## src/rtl/alu_unit_pipelined_pkg.sv

```systemverilog
// Shared ALU type definitions: operation and logic-op selectors driven by decode.
package alu_unit_pipelined_pkg;

    typedef enum logic [1:0] {
        ALU_CONSTANT = 2'd0,
        ALU_ADD_SUB  = 2'd1,
        ALU_SLT      = 2'd2,
        ALU_SHIFT    = 2'd3
    } alu_op_t;

    typedef enum logic [1:0] {
        ALU_LOGIC_ADD = 2'd0,
        ALU_LOGIC_XOR = 2'd1,
        ALU_LOGIC_OR  = 2'd2,
        ALU_LOGIC_AND = 2'd3
    } alu_logic_op_t;

endpackage

```

## src/rtl/alu_unit_pipelined_if.sv

```systemverilog
// Issue and writeback signals of the pipelined ALU unit.
// The master side is issue/writeback logic; the slave side is the ALU unit itself.
interface alu_unit_pipelined_if
    import alu_unit_pipelined_pkg::*;
#(
    parameter int XLEN = 32,
    parameter int ID_W = 3
);
    localparam int SHAMT_W = $clog2(XLEN);

    logic                issue_new_request;
    logic [ID_W-1:0]     issue_id;
    logic                issue_ready;
    logic [XLEN:0]       in1;
    logic [XLEN:0]       in2;
    logic                subtract;
    alu_logic_op_t       logic_op;
    alu_op_t             alu_op;
    logic [XLEN-1:0]     constant_adder;
    logic [XLEN-1:0]     shifter_in;
    logic [SHAMT_W-1:0]  shift_amount;
    logic                arith;
    logic                lshift;
    logic                wb_done;
    logic                wb_ack;
    logic [ID_W-1:0]     wb_id;
    logic [XLEN-1:0]     wb_rd;

    modport master (
        output issue_new_request, issue_id, in1, in2, subtract, logic_op, alu_op,
               constant_adder, shifter_in, shift_amount, arith, lshift, wb_ack,
        input  issue_ready, wb_done, wb_id, wb_rd
    );

    modport slave (
        input  issue_new_request, issue_id, in1, in2, subtract, logic_op, alu_op,
               constant_adder, shifter_in, shift_amount, arith, lshift, wb_ack,
        output issue_ready, wb_done, wb_id, wb_rd
    );

endinterface

```

## src/rtl/alu_wb_fifo.sv

```systemverilog
// In-order writeback FIFO with registered storage and wrap-bit pointers.
// Read and write in the same cycle are allowed even when full.
module alu_wb_fifo #(
    parameter int WIDTH = 35,
    parameter int DEPTH = 2
) (
    input  logic             clk,
    input  logic             rst,
    input  logic             wr_en,
    input  logic [WIDTH-1:0] wr_data,
    input  logic             rd_en,
    output logic [WIDTH-1:0] rd_data,
    output logic             empty,
    output logic             full
);
    localparam int PTR_W = $clog2(DEPTH);

    logic [PTR_W:0]   wr_ptr;
    logic [PTR_W:0]   rd_ptr;
    logic [WIDTH-1:0] storage [DEPTH];

    // NOTE: sequential state is updated with non-blocking (<=) assignments only, so every
    // flop samples pre-edge values regardless of the order the blocks are evaluated in.
    always_ff @(posedge clk or posedge rst) begin
        if (rst) begin
            wr_ptr <= '0;
            rd_ptr <= '0;
        end else begin
            if (wr_en) wr_ptr <= wr_ptr + (PTR_W+1)'(1);
            if (rd_en) rd_ptr <= rd_ptr + (PTR_W+1)'(1);
        end
    end

    // NOTE: storage is reset on purpose: the head is visible on wb_id/wb_rd even while empty,
    // and those outputs must read zero out of reset; this forces flops rather than a RAM macro.
    always_ff @(posedge clk or posedge rst) begin
        if (rst) begin
            for (int i = 0; i < DEPTH; i++) storage[i] <= '0;
        end else if (wr_en) begin
            storage[wr_ptr[PTR_W-1:0]] <= wr_data;
        end
    end

    assign rd_data = storage[rd_ptr[PTR_W-1:0]];
    assign empty   = (wr_ptr == rd_ptr);
    assign full    = (wr_ptr[PTR_W] != rd_ptr[PTR_W]) &&
                     (wr_ptr[PTR_W-1:0] == rd_ptr[PTR_W-1:0]);

    a_no_pop_when_empty: assert property (@(posedge clk) disable iff (rst) !(rd_en && empty));

endmodule

```

## src/rtl/alu_unit_pipelined.sv

```systemverilog
// Back-pressurable ALU execution unit: combinational execute, optional output register,
// and a credit-gated writeback FIFO so that no result is ever dropped.
module alu_unit_pipelined
    import alu_unit_pipelined_pkg::*;
#(
    parameter int XLEN       = 32,
    parameter int ID_W       = 3,
    parameter int OUTPUT_REG = 1,
    parameter int FIFO_DEPTH = 2
) (
    input logic                 clk,
    input logic                 rst,
    alu_unit_pipelined_if.slave alu
);
    localparam int SHAMT_W = $clog2(XLEN);
    localparam int CNT_W   = $clog2(FIFO_DEPTH + 1);
    localparam int ENTRY_W = XLEN + ID_W;

    logic                accept;
    logic                pop;
    logic                ready;
    logic [CNT_W-1:0]    credit_count;

    logic [XLEN:0]       add_a;
    logic [XLEN:0]       add_b;
    logic [XLEN:0]       add_res;

    logic [SHAMT_W-1:0]  shamt;
    logic                shift_fill;
    logic [XLEN-1:0]     shift_src;
    logic [XLEN-1:0]     shift_stage [SHAMT_W+1];
    logic [XLEN-1:0]     shift_right;
    logic [XLEN-1:0]     shift_out;

    logic [XLEN-1:0]     result;
    logic [ENTRY_W-1:0]  issue_entry;
    logic                stage_valid;
    logic [ENTRY_W-1:0]  stage_data;

    logic [ENTRY_W-1:0]  head_data;
    logic                fifo_empty;
    logic                fifo_full;

    // Credits cover both the output stage and the FIFO, so issue never outruns storage.
    assign ready           = (credit_count < CNT_W'(FIFO_DEPTH));
    assign alu.issue_ready = ready;
    assign accept          = alu.issue_new_request & ready;
    assign pop             = ~fifo_empty & alu.wb_ack;

    always_ff @(posedge clk or posedge rst) begin
        if (rst) begin
            credit_count <= '0;
        end else begin
            unique case ({accept, pop})
                2'b10:   credit_count <= credit_count + CNT_W'(1);
                2'b01:   credit_count <= credit_count - CNT_W'(1);
                default: ;
            endcase
        end
    end

    // Logic ops ride through the adder with a zero second operand.
    always_comb begin
        // NOTE: every variable gets a default before the case so no path leaves it unassigned,
        // which would otherwise infer a latch.
        add_a = alu.in1;
        add_b = alu.in2 ^ {(XLEN+1){alu.subtract}};
        unique case (alu.logic_op)
            ALU_LOGIC_XOR: begin add_a = alu.in1 ^ alu.in2; add_b = '0; end
            ALU_LOGIC_OR:  begin add_a = alu.in1 | alu.in2; add_b = '0; end
            ALU_LOGIC_AND: begin add_a = alu.in1 & alu.in2; add_b = '0; end
            default:       ;
        endcase
    end

    assign add_res = add_a + add_b + {{XLEN{1'b0}}, alu.subtract};

    // Left shifts reuse the right shifter by bit-reversing operand and result.
    assign shamt          = alu.shift_amount;
    assign shift_fill     = alu.arith & ~alu.lshift & alu.shifter_in[XLEN-1];
    assign shift_src      = alu.lshift ? {<<{alu.shifter_in}} : alu.shifter_in;
    assign shift_stage[0] = shift_src;

    for (genvar k = 0; k < SHAMT_W; k++) begin : g_shift
        localparam int STEP = 1 << k;
        assign shift_stage[k+1] = shamt[k] ?
            {{STEP{shift_fill}}, shift_stage[k][XLEN-1:STEP]} : shift_stage[k];
    end

    assign shift_right = shift_stage[SHAMT_W];
    assign shift_out   = alu.lshift ? {<<{shift_right}} : shift_right;

    always_comb begin
        result = add_res[XLEN-1:0];
        unique case (alu.alu_op)
            ALU_CONSTANT: result = alu.constant_adder;
            ALU_SLT:      result = {{(XLEN-1){1'b0}}, add_res[XLEN]};
            ALU_SHIFT:    result = shift_out;
            default:      ;
        endcase
    end

    assign issue_entry = {alu.issue_id, result};

    if (OUTPUT_REG != 0) begin : g_out_reg
        always_ff @(posedge clk or posedge rst) begin
            if (rst) begin
                stage_valid <= 1'b0;
                stage_data  <= '0;
            end else begin
                stage_valid <= accept;
                if (accept) stage_data <= issue_entry;
            end
        end
    end else begin : g_no_out_reg
        assign stage_valid = accept;
        assign stage_data  = issue_entry;
    end

    alu_wb_fifo #(
        .WIDTH (ENTRY_W),
        .DEPTH (FIFO_DEPTH)
    ) wb_fifo (
        .clk     (clk),
        .rst     (rst),
        .wr_en   (stage_valid),
        .wr_data (stage_data),
        .rd_en   (pop),
        .rd_data (head_data),
        .empty   (fifo_empty),
        .full    (fifo_full)
    );

    assign alu.wb_done = ~fifo_empty;
    assign alu.wb_id   = head_data[ENTRY_W-1:XLEN];
    assign alu.wb_rd   = head_data[XLEN-1:0];

    a_no_write_when_full: assert property (@(posedge clk) disable iff (rst)
        !(stage_valid && fifo_full && !pop));
    a_credit_bound: assert property (@(posedge clk) disable iff (rst)
        credit_count <= CNT_W'(FIFO_DEPTH));

endmodule
```

## src/flat_wrapper.sv

```systemverilog
// flat-port wrapper written by rule: the top's interface ports become plain ports
module alu_unit_pipelined_flat import alu_unit_pipelined_pkg::*;
#(
    parameter int XLEN       = 32,
    parameter int ID_W       = 3,
    parameter int OUTPUT_REG = 1,
    parameter int FIFO_DEPTH = 2
)
  (clk, rst, alu_issue_new_request, alu_issue_id, alu_in1, alu_in2, alu_subtract, alu_logic_op, alu_alu_op, alu_constant_adder, alu_shifter_in, alu_shift_amount, alu_arith, alu_lshift, alu_wb_ack, alu_issue_ready, alu_wb_done, alu_wb_id, alu_wb_rd);
  alu_unit_pipelined_if #(.XLEN(XLEN), .ID_W(ID_W)) alu_i ();
  input logic clk;
  input logic rst;
  input wire logic [$bits(alu_i.issue_new_request)-1:0] alu_issue_new_request;
  input wire logic [$bits(alu_i.issue_id)-1:0] alu_issue_id;
  input wire logic [$bits(alu_i.in1)-1:0] alu_in1;
  input wire logic [$bits(alu_i.in2)-1:0] alu_in2;
  input wire logic [$bits(alu_i.subtract)-1:0] alu_subtract;
  input wire logic [$bits(alu_i.logic_op)-1:0] alu_logic_op;
  input wire logic [$bits(alu_i.alu_op)-1:0] alu_alu_op;
  input wire logic [$bits(alu_i.constant_adder)-1:0] alu_constant_adder;
  input wire logic [$bits(alu_i.shifter_in)-1:0] alu_shifter_in;
  input wire logic [$bits(alu_i.shift_amount)-1:0] alu_shift_amount;
  input wire logic [$bits(alu_i.arith)-1:0] alu_arith;
  input wire logic [$bits(alu_i.lshift)-1:0] alu_lshift;
  input wire logic [$bits(alu_i.wb_ack)-1:0] alu_wb_ack;
  output wire logic [$bits(alu_i.issue_ready)-1:0] alu_issue_ready;
  output wire logic [$bits(alu_i.wb_done)-1:0] alu_wb_done;
  output wire logic [$bits(alu_i.wb_id)-1:0] alu_wb_id;
  output wire logic [$bits(alu_i.wb_rd)-1:0] alu_wb_rd;
  assign alu_i.issue_new_request = alu_issue_new_request;
  assign alu_i.issue_id = alu_issue_id;
  assign alu_i.in1 = alu_in1;
  assign alu_i.in2 = alu_in2;
  assign alu_i.subtract = alu_subtract;
  assign alu_i.logic_op = alu_logic_op;
  assign alu_i.alu_op = alu_alu_op;
  assign alu_i.constant_adder = alu_constant_adder;
  assign alu_i.shifter_in = alu_shifter_in;
  assign alu_i.shift_amount = alu_shift_amount;
  assign alu_i.arith = alu_arith;
  assign alu_i.lshift = alu_lshift;
  assign alu_i.wb_ack = alu_wb_ack;
  assign alu_issue_ready = alu_i.issue_ready;
  assign alu_wb_done = alu_i.wb_done;
  assign alu_wb_id = alu_i.wb_id;
  assign alu_wb_rd = alu_i.wb_rd;
  alu_unit_pipelined #(.XLEN(XLEN), .ID_W(ID_W), .OUTPUT_REG(OUTPUT_REG), .FIFO_DEPTH(FIFO_DEPTH)) u_core (.clk(clk), .rst(rst), .alu(alu_i));
endmodule
```

## config.mk

```make
export PLATFORM = sky130hd
export DESIGN_NAME = alu_unit_pipelined_flat
export DESIGN_NICKNAME = d
export VERILOG_FILES = /design/src/rtl/alu_unit_pipelined_pkg.sv /design/src/rtl/alu_unit_pipelined_if.sv /design/src/rtl/alu_wb_fifo.sv /design/src/rtl/alu_unit_pipelined.sv /design/src/flat_wrapper.sv
export SDC_FILE = /design/constraint.sdc
export NUM_CORES = 1
export LEC_CHECK = 0
export CELL_PAD_IN_SITES_DETAIL_PLACEMENT = 1
export CELL_PAD_IN_SITES_GLOBAL_PLACEMENT = 1
export CORE_MARGIN = 3
export CORE_UTILIZATION = 43
export DETAILED_ROUTE_END_ITERATION = 8
export PLACE_DENSITY_LB_ADDON = 0.1
export SKIP_CTS_REPAIR_TIMING = 1
export SKIP_LAST_GASP = 1
export SLEW_MARGIN = 25
export SYNTH_ARGS = -nofsm -noshare
export SYNTH_HDL_FRONTEND = slang
export SYNTH_SLANG_ARGS = --single-unit
```

## constraint.sdc

```tcl
create_clock -name clk -period 4.9 [get_ports clk]
set_input_delay 0.98 -clock clk [delete_from_list [all_inputs] [get_ports clk]]
set_output_delay 0.98 -clock clk [all_outputs]
set_load 0.005 [all_outputs]
```

; ---- Word-level counts from Yosys, hierarchy flattened
; Cells that the tools add are included.
[totals]
elab_cells = 58
ff_bits = 112
output_inout_bits = 37
inputBits = 149
[classes]
eq_ne = 8
n_bitwise = 12
n_lt_le_gt_ge = 4
n_reduce_logical = 4
addsub = 6
muxes = 17
[op_table]
columns = operator, n
row1 = $mux W32, 7
row2 = $mux W35, 4
row3 = $pmux W33 S3, 1
row4 = $pmux W32 S3, 1
row5 = $bwmux W70, 1
row6 = $xor A33 B33 Y33, 2
row7 = $demux W35 S1, 1
row8 = $add A33 B1 Y33, 1
row9 = $add A33 B33 Y33, 1
row10 = $and A33 B33 Y33, 1
row11 = $mux W33, 1
row12 = $or A33 B33 Y33, 1
row13 = $eq A2 B2 Y1 const B, 5
row14 = $add A2 B1 Y2 const B, 3
row15 = $and A1 B1 Y1, 4
row16 = $eq A2 B1 Y1 const B, 2
row17 = $ge A2 B2 Y1 const B, 2
row18 = $not A1 Y2, 2
row19 = $pmux W2 S2, 1
row20 = $reduce_or A3 Y1, 1
row21 = $eq A2 B2 Y1, 1
row22 = $logic_not A2 Y1, 1
row23 = $lt A2 B1 Y1 const B, 1
row24 = $lt A2 B2 Y1 const B, 1
row25 = other kinds (4), 5

; ---- Longest topological paths before layout
[logic_depth]
ltp_word = 10
mapped_depth = 16
depth_no_buf = 15

; ---- By module
; From an unflattened synthesis, not the netlist that was laid out.
[hier_totals]
hier_cells = 1282
area_unflattened_um2 = 12643.4
[by_module_without_submodules]
columns = mod, instances, seq_area_each_um2, area_per_inst_um2, cells_each
row1 = alu_unit_pipelined, 1, 950.9, 9281.4, 1080
row2 = alu_wb_fifo, 1, 1851.8, 3362.0, 202

; ---- Least setup slack after synthesis
; No wires, ideal clock.
[synth_path]
path_kind = input port to flip-flop
from = input alu_logic_op[0]
to = register u_core.stage_data[26]
stages = 15
t_required_ns = 4.806
setup_slack_ns = -0.412
setup_ns = 0.094
arrival_time_ns = 5.218
path_buffers = 3
cell_sequence = clkbuf_1 > buf_1 > clkbuf_1 > mux4_2 > fa_1 > fa_1 > a21o_1 > o21ai_1 > a32o_1 > o221ai_2 > a311o_1 > a41oi_1 > o21ai_0 > xnor2_1 > a211oi_1
[synth_via]
elab_chain_cells = 6
elab_cells_between_ends = 9
classes_between = add/sub (2) / eq/ne (3) / mux (3) / reduce/logical (1)
[synth_rtl]
columns = element, line
row1 = "start, declared", flat_wrapper.sv:18  ; input wire logic [$bits(alu_i.logic_op)-1:0] alu_logic_op;
row2 = $eq A2 B1 Y1 or $eq A2 B2 Y1 (tied branches), alu_unit_pipelined.sv:68  ; unique case (alu.logic_op)
row3 = $reduce_or A3 Y1 (no source line), n/a
row4 = $mux W33, alu_unit_pipelined.sv:68
row5 = $add A33 B33 Y33 (*), alu_unit_pipelined.sv:76  ; assign add_res = add_a + add_b + {{XLEN{1'b0}}, alu.subtract};
row6 = $add A33 B1 Y33 (*), alu_unit_pipelined.sv:76
row7 = $pmux W32 S3 (*), alu_unit_pipelined.sv:95  ; unique case (alu.alu_op)
row8 = "end signal, assigned", alu_unit_pipelined.sv:112  ; if (accept) stage_data <= issue_entry;
row9 = "end, declared", alu_unit_pipelined.sv:38  ; logic [ENTRY_W-1:0] stage_data;
; Mark *: on every way between the ends. The rest lies on a longest branch, timed or not.
; A chain may end at the register's enable or synchronous reset.

; ---- Final worst setup path
[layout_path]
from = input alu_in1[1]
to = register u_core.stage_data[31]
[layout_via]
elab_chain_cells = 5
elab_cells_between_ends = 7
classes_between = add/sub (2) / mux (2) / bitwise (3)
[layout_rtl]
columns = element, line
row1 = "start, declared", flat_wrapper.sv:15  ; input wire logic [$bits(alu_i.in1)-1:0] alu_in1;
row2 = "$and A33 B33 Y33, or another cell as far along", alu_unit_pipelined.sv:71  ; ALU_LOGIC_AND: begin add_a = alu.in1 & alu.in2; add_b = '0; end
row3 = $pmux W33 S3 (*), alu_unit_pipelined.sv:68
row4 = $add A33 B33 Y33 (*), alu_unit_pipelined.sv:76
row5 = $add A33 B1 Y33 (*), alu_unit_pipelined.sv:76
row6 = $pmux W32 S3 (*), alu_unit_pipelined.sv:95
; Marked as above.

==> flow_summary.rst <==
.. list-table::
   :header-rows: 1

   * - Metric
     - Value
   * - Status
     - finished, final reports clean
   * - Gate count after technology mapping
     - 1289
   * - Leading register cell type out of synthesis
     - dfrtp_1
   * - Crit path capture
     - u_core.stage_data[31]$_DFFE_PP0P_
   * - Tightest Hold Check Type
     - reg2reg
   * - Aggregate routed wire length
     - 40210 µm
   * - Maximum number of pins on one net before global-route repair
     - 81
   * - Floorplan Core Area
     - 27860 µm²
   * - Worst Reg2Reg Path Length in Cells
     - 8
   * - Std-Cell Rows
     - 61
   * - Antenna-violating nets left
     - 0
   * - Grt total ovfl
     - 0
   * - CTS H-tree depth
     - 3
   * - Post-placement cell count
     - 1824
   * - Origin of the worst setup path
     - alu_in1[1]
   * - Number of top-level pins
     - 186
   * - Data arrival time at the worst-slack endpoint
     - 4720 ps
   * - Nets in the synthesized netlist
     - 1538
   * - Kind of critical path
     - in2reg
   * - Maximum operating frequency
     - 222.9 MHz
   * - Initial antenna violation count
     - 3
   * - Die footprint
     - 30410 µm²
   * - Total power draw
     - 2.796 mW
   * - Final number of max-transition violations
     - 0
   * - Chip Width
     - 174.4 µm
   * - Post-layout nets
     - 1707
   * - Post-synthesis compound-gate area fraction
     - 14.68%
   * - Minimum clock period
     - 4486 ps
   * - Mux cell area share after synthesis
     - 30.28%
   * - CTS max path bufs
     - 2
   * - Number of maximum-capacitance violations
     - 0
   * - Most repeated cell in the gate-level netlist after synthesis
     - mux2_2
   * - Non-filler instance count after layout
     - 1841
   * - Top area cells in the synthesized netlist
     - dfrtp_1 (23%), mux4_2 (14%), mux2_2 (12%)
   * - Max-Slew Margin vs Limit
     - 44.89%
   * - Fin. Hold Viols
     - 0
   * - Setup crit end kind
     - flip-flop
   * - Leak
     - 6.807 nW
   * - Starting density of the core
     - 43.76%
   * - Sequential Power Share
     - 33.0%
   * - Number of I/O port buffers
     - 185
   * - Setup repair after global routing missed its margin
     - false
   * - Via Count
     - 10830
   * - Number of iterations in the first detailed-routing pass
     - 5
   * - Post-synthesis area per instance
     - 9.457 µm²
   * - Number of enable-type register cells in the synthesized netlist
     - 0
   * - Seq/Total Area, Yosys
     - 22.99%
   * - Clock tree from TritonCTS
     - yes
   * - Switching Power
     - 989.9 µW
   * - Endpoint required time on the critical path
     - 5130 ps
   * - Power Dens Cells
     - 187.4 nW/µm²
   * - Power share of the clock group
     - 26.3%
   * - Worst reg-to-reg setup slack
     - 2330 ps
   * - XOR/XNOR Fraction of Synth Area
     - 4.886%
   * - Area of all sequential standard cells
     - 2803 µm²
   * - Post-detailed-route wirelength per cell
     - 21.84 µm
   * - Vias in the first global route
     - 11220
   * - Power share of the combinational group
     - 40.7%
   * - End of the worst register-to-register path
     - u_core.credit_count[1]$_DFFE_PP0P_
   * - Synth-to-layout area growth
     - 22.38%
   * - Int Pwr
     - 1.806 mW
   * - Least-Margin Pin Slew
     - 805.8 ps
   * - Post-synthesis cell type with the largest combined area
     - dfrtp_1
   * - Ant diodes
     - 0
   * - Main combinational cell family by area after synthesis
     - multiplexers
   * - Fraction of layout cells with a size suffix above 1
     - 21.33%
   * - Post-synth top cells
     - mux2_2 (134), nor2_1 (129), dfrtp_1 (112)
   * - Drt via density
     - 5.883
   * - Wire length of the first global-routing pass
     - 63460 µm
   * - Sinks on Clock Net
     - 112
   * - CTS Buf Count
     - 9
   * - Post-Synthesis Cell Area
     - 12190 µm²
   * - Simple-Gate Fraction of Synth Area
     - 10.05%
   * - Multi-input combinational cell area
     - 8607 µm²
   * - RD Place Congestion
     - 0.9437
   * - Maximum fanout along the worst path
     - 4
   * - Setup slack after placement
     - -469.4 ps
   * - Half-perimeter wire length after detailed placement
     - 31970 µm
   * - Initial detailed-routing violation count
     - 708
   * - Post-route DRC
     - 0
   * - Die extent in y
     - 174.4 µm
   * - Adder-cell share of the synthesized area
     - 10.39%
   * - Final design utilization
     - 53.55%
   * - Clk slew on worst S/H paths
     - 80 ps
   * - Worst-case clock skew
     - 11.27 ps
   * - Overall global routing resource usage
     - 25.96%
   * - Final critical-path setup slack
     - 414.0 ps
   * - Ratio of final minimum period to clock period
     - 91.55%
   * - Number of synthesis warnings
     - 0
   * - Final TNS setup
     - 0 ps
   * - Fraction of synthesis flops using an asynchronous set or reset pin
     - 100.0%
   * - Worst-Skew Late Latency
     - 350 ps
   * - Number of distinct library cells after synthesis
     - 69
   * - Final setup violation count
     - 0
   * - Area share of the leading cell type in the synthesized netlist
     - 22.99%
   * - Root buffer cell
     - clkbuf_16
   * - Worst r2r src
     - u_core.wb_fifo.rd_ptr[0]$_DFFE_PP0P_
   * - Number of register bits inferred by synthesis
     - 112
   * - Worst supply voltage drop on vdd
     - 0.0001573 V
   * - Fraction of power spent switching nets
     - 35.40%
   * - Count of fill cells added during filler insertion
     - 3153
   * - Crit path launch type
     - primary input
-- cell usage in the layout, fill, tap and decap left out, types with 6 or more instances in the layout --
cell	instances
xnor2_1	56
nor2_1	129
buf_4	54
dfrtp_1	112
nor3_1	11
o21ai_1	9
a221oi_1	15
a21oi_1	65
o21ai_0	53
nand2_1	90
mux2_2	134
nand4_1	7
xor2_1	12
nand2b_1	8
clkbuf_16	9
o211ai_1	8
and2_1	7
o21a_1	7
o221ai_1	7
o22ai_1	6
inv_1	110
mux4_2	78
clkdlybuf4s50_1	177
a221o_1	6
ha_1	98
nand3_1	11
mux2i_1	38
buf_2	6
a211oi_1	10
a31oi_1	17
a21o_1	18
-- stage by stage --
step	hold slack, ps	area [µm²]
after floorplan	459.9	12200
after global placement	469.6	14570
after detailed placement	489.1	14570
after CTS	508.5	14860
after global routing	520.5	14920
final	506.5	14920
-- worst min-delay path by stage --
stage / startpoint / endpoint / slack, ps / depth (start not counted)
2_1_floorplan: u_core.stage_data[32]$_DFFE_PP0P_ / u_core.stage_data[32]$_DFFE_PP0P_ / 460 / 2
3_3_place_gp: u_core.stage_valid$_DFF_PP0_ / u_core.wb_fifo.wr_ptr[0]$_DFFE_PP0P_ / 470 / 1
3_5_place_dp: u_core.wb_fifo.storage[25]$_DFFE_PP0P_ / u_core.wb_fifo.storage[25]$_DFFE_PP0P_ / 490 / 1
4_1_cts: u_core.wb_fifo.storage[51]$_DFFE_PP0P_ / u_core.wb_fifo.storage[51]$_DFFE_PP0P_ / 510 / 1
5_1_grt: u_core.wb_fifo.storage[51]$_DFFE_PP0P_ / u_core.wb_fifo.storage[51]$_DFFE_PP0P_ / 520 / 1
6_report: u_core.wb_fifo.storage[12]$_DFFE_PP0P_ / u_core.wb_fifo.storage[12]$_DFFE_PP0P_ / 510 / 1
-- cells by family (layout without fill, tap and decap cells) --
family / count (synthesis) / in the layout
xor gates and xnor gates: 68 / 68
buffers and inverters: 199 / 373
and+or+nand+nor: 286 / 286
adders and majority gates: 100 / 100
muxes: 254 / 254
AOI/OAI and AO/OA: 270 / 270
DFF: 112 / 112
-- critical path: stages --
cell and delay [ps]:
clkdlybuf4s50_1 520, inv_1 60, ha_1 270, mux4_2 510
ha_1 300, a21o_1 130, nand4_1 100, nand3_1 120
a41oi_1 160, buf_4 190, a221o_1 400, o311ai_1 470
a31oi_1 180, mux2i_1 240, a21oi_1 90
-- registers in the layout, summed over array words and instances (netlist names) --
signal and count:
u_core.wb_fifo.rd_ptr 2, u_core.wb_fifo.wr_ptr 2, u_core.stage_data 35, u_core.wb_fifo.storage 70, u_core.stage_valid 1, u_core.credit_count 2
-- per-layer routing --
| layer | up-vias | GRT usage [%] | wire [µm] |
|---|---|---|---|
| met5 | - | 0 | 38 |
| met1 | 5429 | 36.61 | 18180 |
| met4 | 6 | 6.736 | 1047 |
| met2 | 310 | 41.96 | 18800 |
| li1 | 5023 | - | - |
| met3 | 63 | 3.823 | 2152 |
-- power groups by stage --
| stage | logic, mW | registers, mW | clock network (mW) |
|---|---|---|---|
| after floorplan | 0.693 | 0.942 | 0 |
| after global routing | 1.24 | 0.923 | 0.784 |
| after global placement | 1.10 | 0.942 | 0 |
| after CTS | 1.12 | 0.923 | 0.745 |
| after detailed placement | 1.12 | 0.942 | 0 |
| final | 1.14 | 0.923 | 0.734 |
-- area by class of cell --
type | count | area share [%]
multi-input cells | 978 | 57.70
flip-flops and latches | 112 | 18.79
repair buffers | 243 | 15.50
well taps | 378 | 3.170
inverters | 114 | 2.910
clock buffers | 10 | 1.535
clock inverters | 6 | 0.4026
Note: power is estimated with default switching activity, not from simulation.
